--- config.mk ---
export PLATFORM = sky130hd
export DESIGN_NAME = arbitro_salida_rr_flat
export DESIGN_NICKNAME = d
export VERILOG_FILES = /design/src/rtl/arbitro_salida_rr_if.sv /design/src/rtl/arbitro_salida_rr.sv /design/src/flat_wrapper.sv
export SDC_FILE = /design/constraint.sdc
export NUM_CORES = 1
export LEC_CHECK = 0
export BUFFER_PORTS_ARGS = -buffer_cell sky130_fd_sc_hd__clkbuf_2
export CORE_MARGIN = 4
export CORE_UTILIZATION = 40
export CTS_CLUSTER_DIAMETER = 40
export CTS_CLUSTER_SIZE = 8
export DETAILED_ROUTE_END_ITERATION = 12
export GPL_TIMING_DRIVEN = 0
export HOLD_SLACK_MARGIN = 0.12
export PLACE_DENSITY = 0.71
export SETUP_SLACK_MARGIN = 0.1
export SLEW_MARGIN = 5
export SYNTH_ARGS = -nofsm -noshare
export SYNTH_HDL_FRONTEND = slang
export SYNTH_SLANG_ARGS = --single-unit
--- constraint.sdc ---
create_clock -name clk -period 3.3 [get_ports clk]
set_input_delay 0.33 -clock clk [delete_from_list [all_inputs] [get_ports clk]]
set_output_delay 0.33 -clock clk [all_outputs]
set_load 0.02 [all_outputs]
--- src/rtl/arbitro_salida_rr_if.sv ---
// Bus bundle for the round-robin output arbiter: FIFO heads/pops, merged
// stream and counter readout. master = arbiter side, slave = environment side.
interface arbitro_salida_rr_if #(
  parameter int unsigned DATA_W = 12,
  parameter int unsigned CNT_W  = 5
);
  logic [DATA_W-1:0] fifo_data0;
  logic [DATA_W-1:0] fifo_data1;
  logic [DATA_W-1:0] fifo_data2;
  logic [DATA_W-1:0] fifo_data3;
  logic [3:0]        fifo_empty;
  logic [3:0]        pop;
  logic [DATA_W-1:0] data_out;
  logic [1:0]        chan_out;
  logic              valid_out;
  logic              req;
  logic [2:0]        idx;
  logic [CNT_W-1:0]  cnt_out;
  logic              cnt_valid;

  modport master (
    input  fifo_data0, fifo_data1, fifo_data2, fifo_data3, fifo_empty, req, idx,
    output pop, data_out, chan_out, valid_out, cnt_out, cnt_valid
  );

  modport slave (
    output fifo_data0, fifo_data1, fifo_data2, fifo_data3, fifo_empty, req, idx,
    input  pop, data_out, chan_out, valid_out, cnt_out, cnt_valid
  );
endinterface

--- src/rtl/arbitro_salida_rr.sv ---
// Round-robin consumer of four output FIFOs: one pop per cycle, merged and
// channel-tagged registered stream, saturating per-channel and total counters.
module arbitro_salida_rr #(
  parameter int unsigned DATA_W = 12,
  parameter int unsigned CNT_W  = 5
) (
  input logic                clk,
  input logic                reset,
  input logic                init,
  arbitro_salida_rr_if.master bus
);

  typedef enum logic [0:0] {StIdle, StActive} state_e;

  localparam logic [CNT_W-1:0] CntMax = '1;
  localparam logic [CNT_W-1:0] CntOne = {{(CNT_W-1){1'b0}}, 1'b1};

  state_e            state_q, state_d;
  logic [1:0]        rr_ptr_q, rr_ptr_d;
  logic [1:0]        sel_q, sel_d;
  logic              inflight_q, inflight_d;
  logic [1:0]        grant;
  logic              found;
  logic [3:0]        pop;
  logic [DATA_W-1:0] head [4];
  logic [DATA_W-1:0] data_q;
  logic [1:0]        chan_q;
  logic              valid_q;
  logic [CNT_W-1:0]  cnt_q [4];
  logic [CNT_W-1:0]  cnt_d [4];
  logic [CNT_W-1:0]  total_q, total_d;
  logic [CNT_W-1:0]  rd_val;
  logic [CNT_W-1:0]  cnt_out_q;
  logic              cnt_valid_q;

  assign head[0] = bus.fifo_data0;
  assign head[1] = bus.fifo_data1;
  assign head[2] = bus.fifo_data2;
  assign head[3] = bus.fifo_data3;

  // First non-empty FIFO at or after rr_ptr, wrapping 3 -> 0.
  always_comb begin
    grant = rr_ptr_q;
    found = 1'b0;
    for (int i = 0; i < 4; i++) begin
      if (!found && !bus.fifo_empty[rr_ptr_q + 2'(i)]) begin
        found = 1'b1;
        grant = rr_ptr_q + 2'(i);
      end
    end
  end

  always_comb begin
    state_d    = state_q;
    rr_ptr_d   = rr_ptr_q;
    sel_d      = sel_q;
    inflight_d = 1'b0;
    pop        = '0;
    unique case (state_q)
      StIdle: begin
        if (bus.fifo_empty != 4'b1111) state_d = StActive;
      end
      StActive: begin
        if (found) begin
          pop[grant] = 1'b1;
          rr_ptr_d   = grant + 2'd1;
          sel_d      = grant;
          inflight_d = 1'b1;
        end else if (!inflight_q) begin
          state_d = StIdle;
        end
      end
      default: state_d = StIdle;
    endcase
  end

  // init wins over a same-cycle increment.
  always_comb begin
    cnt_d   = cnt_q;
    total_d = total_q;
    if (init) begin
      for (int i = 0; i < 4; i++) cnt_d[i] = '0;
      total_d = '0;
    end else if (valid_q) begin
      if (cnt_q[chan_q] != CntMax) cnt_d[chan_q] = cnt_q[chan_q] + CntOne;
      if (total_q != CntMax) total_d = total_q + CntOne;
    end
  end

  always_comb begin
    rd_val = '0;
    if (bus.idx < 3'd4) rd_val = cnt_q[bus.idx[1:0]];
    else if (bus.idx == 3'd4) rd_val = total_q;
  end

  always_ff @(posedge clk or negedge reset) begin
    if (!reset) begin
      state_q     <= StIdle;
      rr_ptr_q    <= '0;
      sel_q       <= '0;
      inflight_q  <= 1'b0;
      data_q      <= '0;
      chan_q      <= '0;
      valid_q     <= 1'b0;
      total_q     <= '0;
      cnt_out_q   <= '0;
      cnt_valid_q <= 1'b0;
      for (int i = 0; i < 4; i++) cnt_q[i] <= '0;
    end else begin
      state_q    <= state_d;
      rr_ptr_q   <= rr_ptr_d;
      sel_q      <= sel_d;
      inflight_q <= inflight_d;
      valid_q    <= inflight_q;
      // The popped word reaches the FIFO head one cycle after its pop.
      if (inflight_q) begin
        data_q <= head[sel_q];
        chan_q <= sel_q;
      end
      total_q <= total_d;
      for (int i = 0; i < 4; i++) cnt_q[i] <= cnt_d[i];
      cnt_valid_q <= bus.req;
      if (bus.req) cnt_out_q <= rd_val;
    end
  end

  assign bus.pop       = pop;
  assign bus.data_out  = data_q;
  assign bus.chan_out  = chan_q;
  assign bus.valid_out = valid_q;
  assign bus.cnt_out   = cnt_out_q;
  assign bus.cnt_valid = cnt_valid_q;

endmodule

--- src/flat_wrapper.sv ---
// flat-port wrapper written by rule: the top's interface ports become plain ports
module arbitro_salida_rr_flat 
#(
  parameter int unsigned DATA_W = 12,
  parameter int unsigned CNT_W  = 5
)
  (clk, reset, init, bus_fifo_data0, bus_fifo_data1, bus_fifo_data2, bus_fifo_data3, bus_fifo_empty, bus_req, bus_idx, bus_pop, bus_data_out, bus_chan_out, bus_valid_out, bus_cnt_out, bus_cnt_valid);
  arbitro_salida_rr_if #(.DATA_W(DATA_W), .CNT_W(CNT_W)) bus_i ();
  input logic clk;
  input logic reset;
  input logic init;
  input wire logic [$bits(bus_i.fifo_data0)-1:0] bus_fifo_data0;
  input wire logic [$bits(bus_i.fifo_data1)-1:0] bus_fifo_data1;
  input wire logic [$bits(bus_i.fifo_data2)-1:0] bus_fifo_data2;
  input wire logic [$bits(bus_i.fifo_data3)-1:0] bus_fifo_data3;
  input wire logic [$bits(bus_i.fifo_empty)-1:0] bus_fifo_empty;
  input wire logic [$bits(bus_i.req)-1:0] bus_req;
  input wire logic [$bits(bus_i.idx)-1:0] bus_idx;
  output wire logic [$bits(bus_i.pop)-1:0] bus_pop;
  output wire logic [$bits(bus_i.data_out)-1:0] bus_data_out;
  output wire logic [$bits(bus_i.chan_out)-1:0] bus_chan_out;
  output wire logic [$bits(bus_i.valid_out)-1:0] bus_valid_out;
  output wire logic [$bits(bus_i.cnt_out)-1:0] bus_cnt_out;
  output wire logic [$bits(bus_i.cnt_valid)-1:0] bus_cnt_valid;
  assign bus_i.fifo_data0 = bus_fifo_data0;
  assign bus_i.fifo_data1 = bus_fifo_data1;
  assign bus_i.fifo_data2 = bus_fifo_data2;
  assign bus_i.fifo_data3 = bus_fifo_data3;
  assign bus_i.fifo_empty = bus_fifo_empty;
  assign bus_i.req = bus_req;
  assign bus_i.idx = bus_idx;
  assign bus_pop = bus_i.pop;
  assign bus_data_out = bus_i.data_out;
  assign bus_chan_out = bus_i.chan_out;
  assign bus_valid_out = bus_i.valid_out;
  assign bus_cnt_out = bus_i.cnt_out;
  assign bus_cnt_valid = bus_i.cnt_valid;
  arbitro_salida_rr #(.DATA_W(DATA_W), .CNT_W(CNT_W)) u_core (.clk(clk), .reset(reset), .init(init), .bus(bus_i));
endmodule
==> impl_metrics.yaml <==
status:
  status: "finished, final reports clean"
routing:
  ant_nets: 0
  via_count: 2291
  drtIter0Drc: 104
  routedWlPerCell_um: 15.96
  drc: 0
  firstDrtPassIters: 4
  viasPerCell: 5.316
  routed_wl_mm: 6.880
sta:
  fmax_ghz: 0.3345
  setup-tns-final_ns: 0
  clock_skew_ns: 0.002293
  max_slew.worst_pin.slew_ns: 0.7710
  setup_viol: 0
  finalHoldViolCount: 0
  slew_headroom_pct: 48.47
  period_needed_ns: 2.990
  finalMaxSlewViolations: 0
  fin_crit_sh_pct: 90.60
  grt_setup_unrepaired: "no"
placed_design:
  port_buffers: 82
  placedCellCount: 423
  placed_cell_area_sq_um: 3482
  hpwl_mm: 5.112
  gp_congestion: 0.8324
worst_setup_path:
  cp_top_family: "simple AND/OR/NAND/NOR gates"
  path_max_fanout: 10
  crit_chain: "buf_6 > mux4_2 > ha_1 > and3_1 > ha_1 > nor4b_2 > nor2_1 > a211oi_1"
  r2r_cells: 8
  crit_path_end_kind: "register"
  crit_path_start_kind: "register"
  max_stage_delay_ns: 0.68
  rr_endpoint: "u_core.cnt_q[15]"
  cp.buffers_inverters: 1
  cp_slowest_cell: "nor4b_2"
  arrival_ns: 3.20
  cpMostUsedCell: "ha_1"
  regToRegSetupSlack_ns: 0.31
  r2r_start: "u_core.bus.chan_out[0]"
  critPathKind: "register to register"
  worstSetupPathDepth: 8
  required_ns: 3.51
cells_and_area:
  drive_gt1_share_pct: 39.46
  final_area_sq_um: 3572
  post-route-util_pct: 49.51
  diodes: 0
  area_delta_synth_final_pct: 21.28
  instances_no_fill: 431
  nNetsFinal: 398
die:
  dieWidth_um: 93.81
  die-area_sq_um: 8800
  die_y_um: 93.81
  start_util_pct: 40.83
  core-area_sq_um: 7214
  io_pins: 84
  rows: 31
run:
  maxCapViolCount: 0
clock_tree:
  clock_latency_ns: 0.30
  hold_buffers: 0
  cts_root_buffer: "clkbuf_8"
  clkTransAtPathRegs_ns: 0.09
  numCtsBuffers: 5
  cts_buffer_depth: 2
  cts_tree: "done"
  clock-sinks: 52
  cts_setup_buffers: 0
  post_cts_resized: 0
  h-tree-depth: 2
synthesis:
  ys_async_sr_fraction_pct: 100.0
  syn-cell-area_sq_um: 2945
  synth_area_leaders: "dfrtp_1 44%, mux4_2 15%, mux2_2 5.7%, ha_1 3.4%, a211oi_1 3.1%"
  synthMostInstantiatedCell: "dfrtp_1"
  avgSynthCellArea_sq_um: 12.17
  synth_top_area_share_pct: 44.18
  synth_common_cells: "52 x dfrtp_1, 20 x mux4_2, 19 x nor2_1"
  postSynthNetCount: 309
  synth_cells: 242
  yosysSeqAreaShare_pct: 44.18
  ys_warn_count: 0
  synthFlopType: "dfrtp_1"
  yosysUniqueCellTypes: 45
  synth_top_cell_by_area: "dfrtp_1"
  synth_edf_count: 0
  ys_ff_latch: 52
grt:
  grt_pass1_vias: 2314
  grt_first_pass_wirelength_mm: 11.43
  grt_max_degree: 53
  grt-ovfl-total: 0
  track_usage_pct: 16.48
  antenna_found_initial: 0
power_and_ir_drop:
  p_leak_nw: 1.642
  vdd_drop_max_mv: 0.3532
  power_density_nw_per_um2: 724.4
hold_path:
  worstHoldPathType: "input port to async pin"
-- final cells by class --
type,instances,area (sq um)
buffer,17,76.32
clock buffer,8,90.09
fill,688,3642
inverter,3,11.26
multi-input combinational,170,1556
sequential,52,1301
tap,99,123.9
timing repair buffer,82,412.9
-- placed cells by master, fill, tap and decap left out, types with 2 or more instances in the layout --
cell type and n:
nand3_1 4, mux4_1 2, o21ai_0 3, mux2_2 15, mux4_2 20, dfrtp_1 52, clkbuf_8 6, a22oi_1 5
a311oi_1 4, o21bai_1 5, a21oi_1 15, nor2b_1 2, inv_1 3, buf_2 4, nand2_1 16, clkbuf_1 13
nor2_1 19, and3_1 7, a211oi_1 12, xor2_1 2, clkbuf_2 81, or4bb_1 2, and2_1 4, mux2i_1 3
nand3b_1 3, ha_1 8
-- where the power goes --
group	leakage, nW	internal (mW)	switching (mW)	total, mW
clock	0.0455	0.172	0.209	0.380
combinational	0.947	0.572	0.662	1.23
sequential	0.649	0.826	0.148	0.974
total	1.64	1.57	1.02	2.59
-- through the flow --
| stage | setup WS (ns) | total power, mW | hold WS [ns] |
|---|---|---|---|
| 6_report | 0.3104 | 2.588 | 0.09896 |
| 5_1_grt | 0.1140 | 2.774 | 0.1395 |
| 4_1_cts | 0.2878 | 2.617 | 0.1292 |
| 3_5_place_dp | 0.3079 | 2.233 | 0.3666 |
| 3_3_place_gp | 0.3394 | 2.204 | 0.3533 |
| 2_1_floorplan | 0.4856 | 1.857 | 0.03441 |
-- how the worst max path moves through the flow --
stage                                      start          endpoint  slack, ns
after floorplan           u_core.bus.chan_out[0]  u_core.cnt_q[13]       0.49
after global placement    u_core.bus.chan_out[0]  u_core.cnt_q[18]       0.34
after detailed placement  u_core.bus.chan_out[0]  u_core.cnt_q[15]       0.31
after CTS                 u_core.bus.chan_out[0]  u_core.cnt_q[15]       0.29
after global routing      u_core.bus.chan_out[0]  u_core.cnt_q[15]       0.11
final                     u_core.bus.chan_out[0]  u_core.cnt_q[15]       0.31
-- worst reg2reg max path: stages (launching register included) --
cell and delay, ns:
dfrtp_1 0.45, buf_6 0.19, mux4_2 0.58, ha_1 0.25, and3_1 0.16, ha_1 0.26
nor4b_2 0.68, nor2_1 0.08, a211oi_1 0.25
-- state kept, by name (all words and copies together), names as in the netlist, 2 cells and up --
| signal | cells |
|---|---|
| u_core.bus.chan_out | 2 |
| u_core.bus.cnt_out | 5 |
| u_core.bus.data_out | 12 |
| u_core.cnt_q | 20 |
| u_core.rr_ptr_q | 2 |
| u_core.sel_q | 2 |
| u_core.total_q | 5 |
-- logic make-up (layout without fill, tap and decap cells) --
group | count (synthesis) | in the layout | synth area share (%)
DFF | 52 | 52 | 44.18
xor gates and xnor gates | 3 | 3 | 0.8923
buffers and inverters | 20 | 110 | 2.974
AOI/OAI and AO/OA | 50 | 50 | 11.56
muxes | 40 | 40 | 23.83
adders and majority gates | 8 | 8 | 3.399
and+or+nand+nor | 69 | 69 | 13.17
-- layer usage --
| metal | up-vias | part of all wire [%] | routed length, um | GRT usage, % |
|---|---|---|---|---|
| met3 | 7 | 6.1 | 418 | 4.006 |
| met4 | 0 | 1.2 | 82 | 4.212 |
| met2 | 75 | 47 | 3245 | 25.90 |
| met1 | 1109 | 46 | 3133 | 22.92 |
| li1 | 1100 | - | - | - |
| met5 | - | 0 | 0 | 0 |
Power figures use the tool's default switching activity.
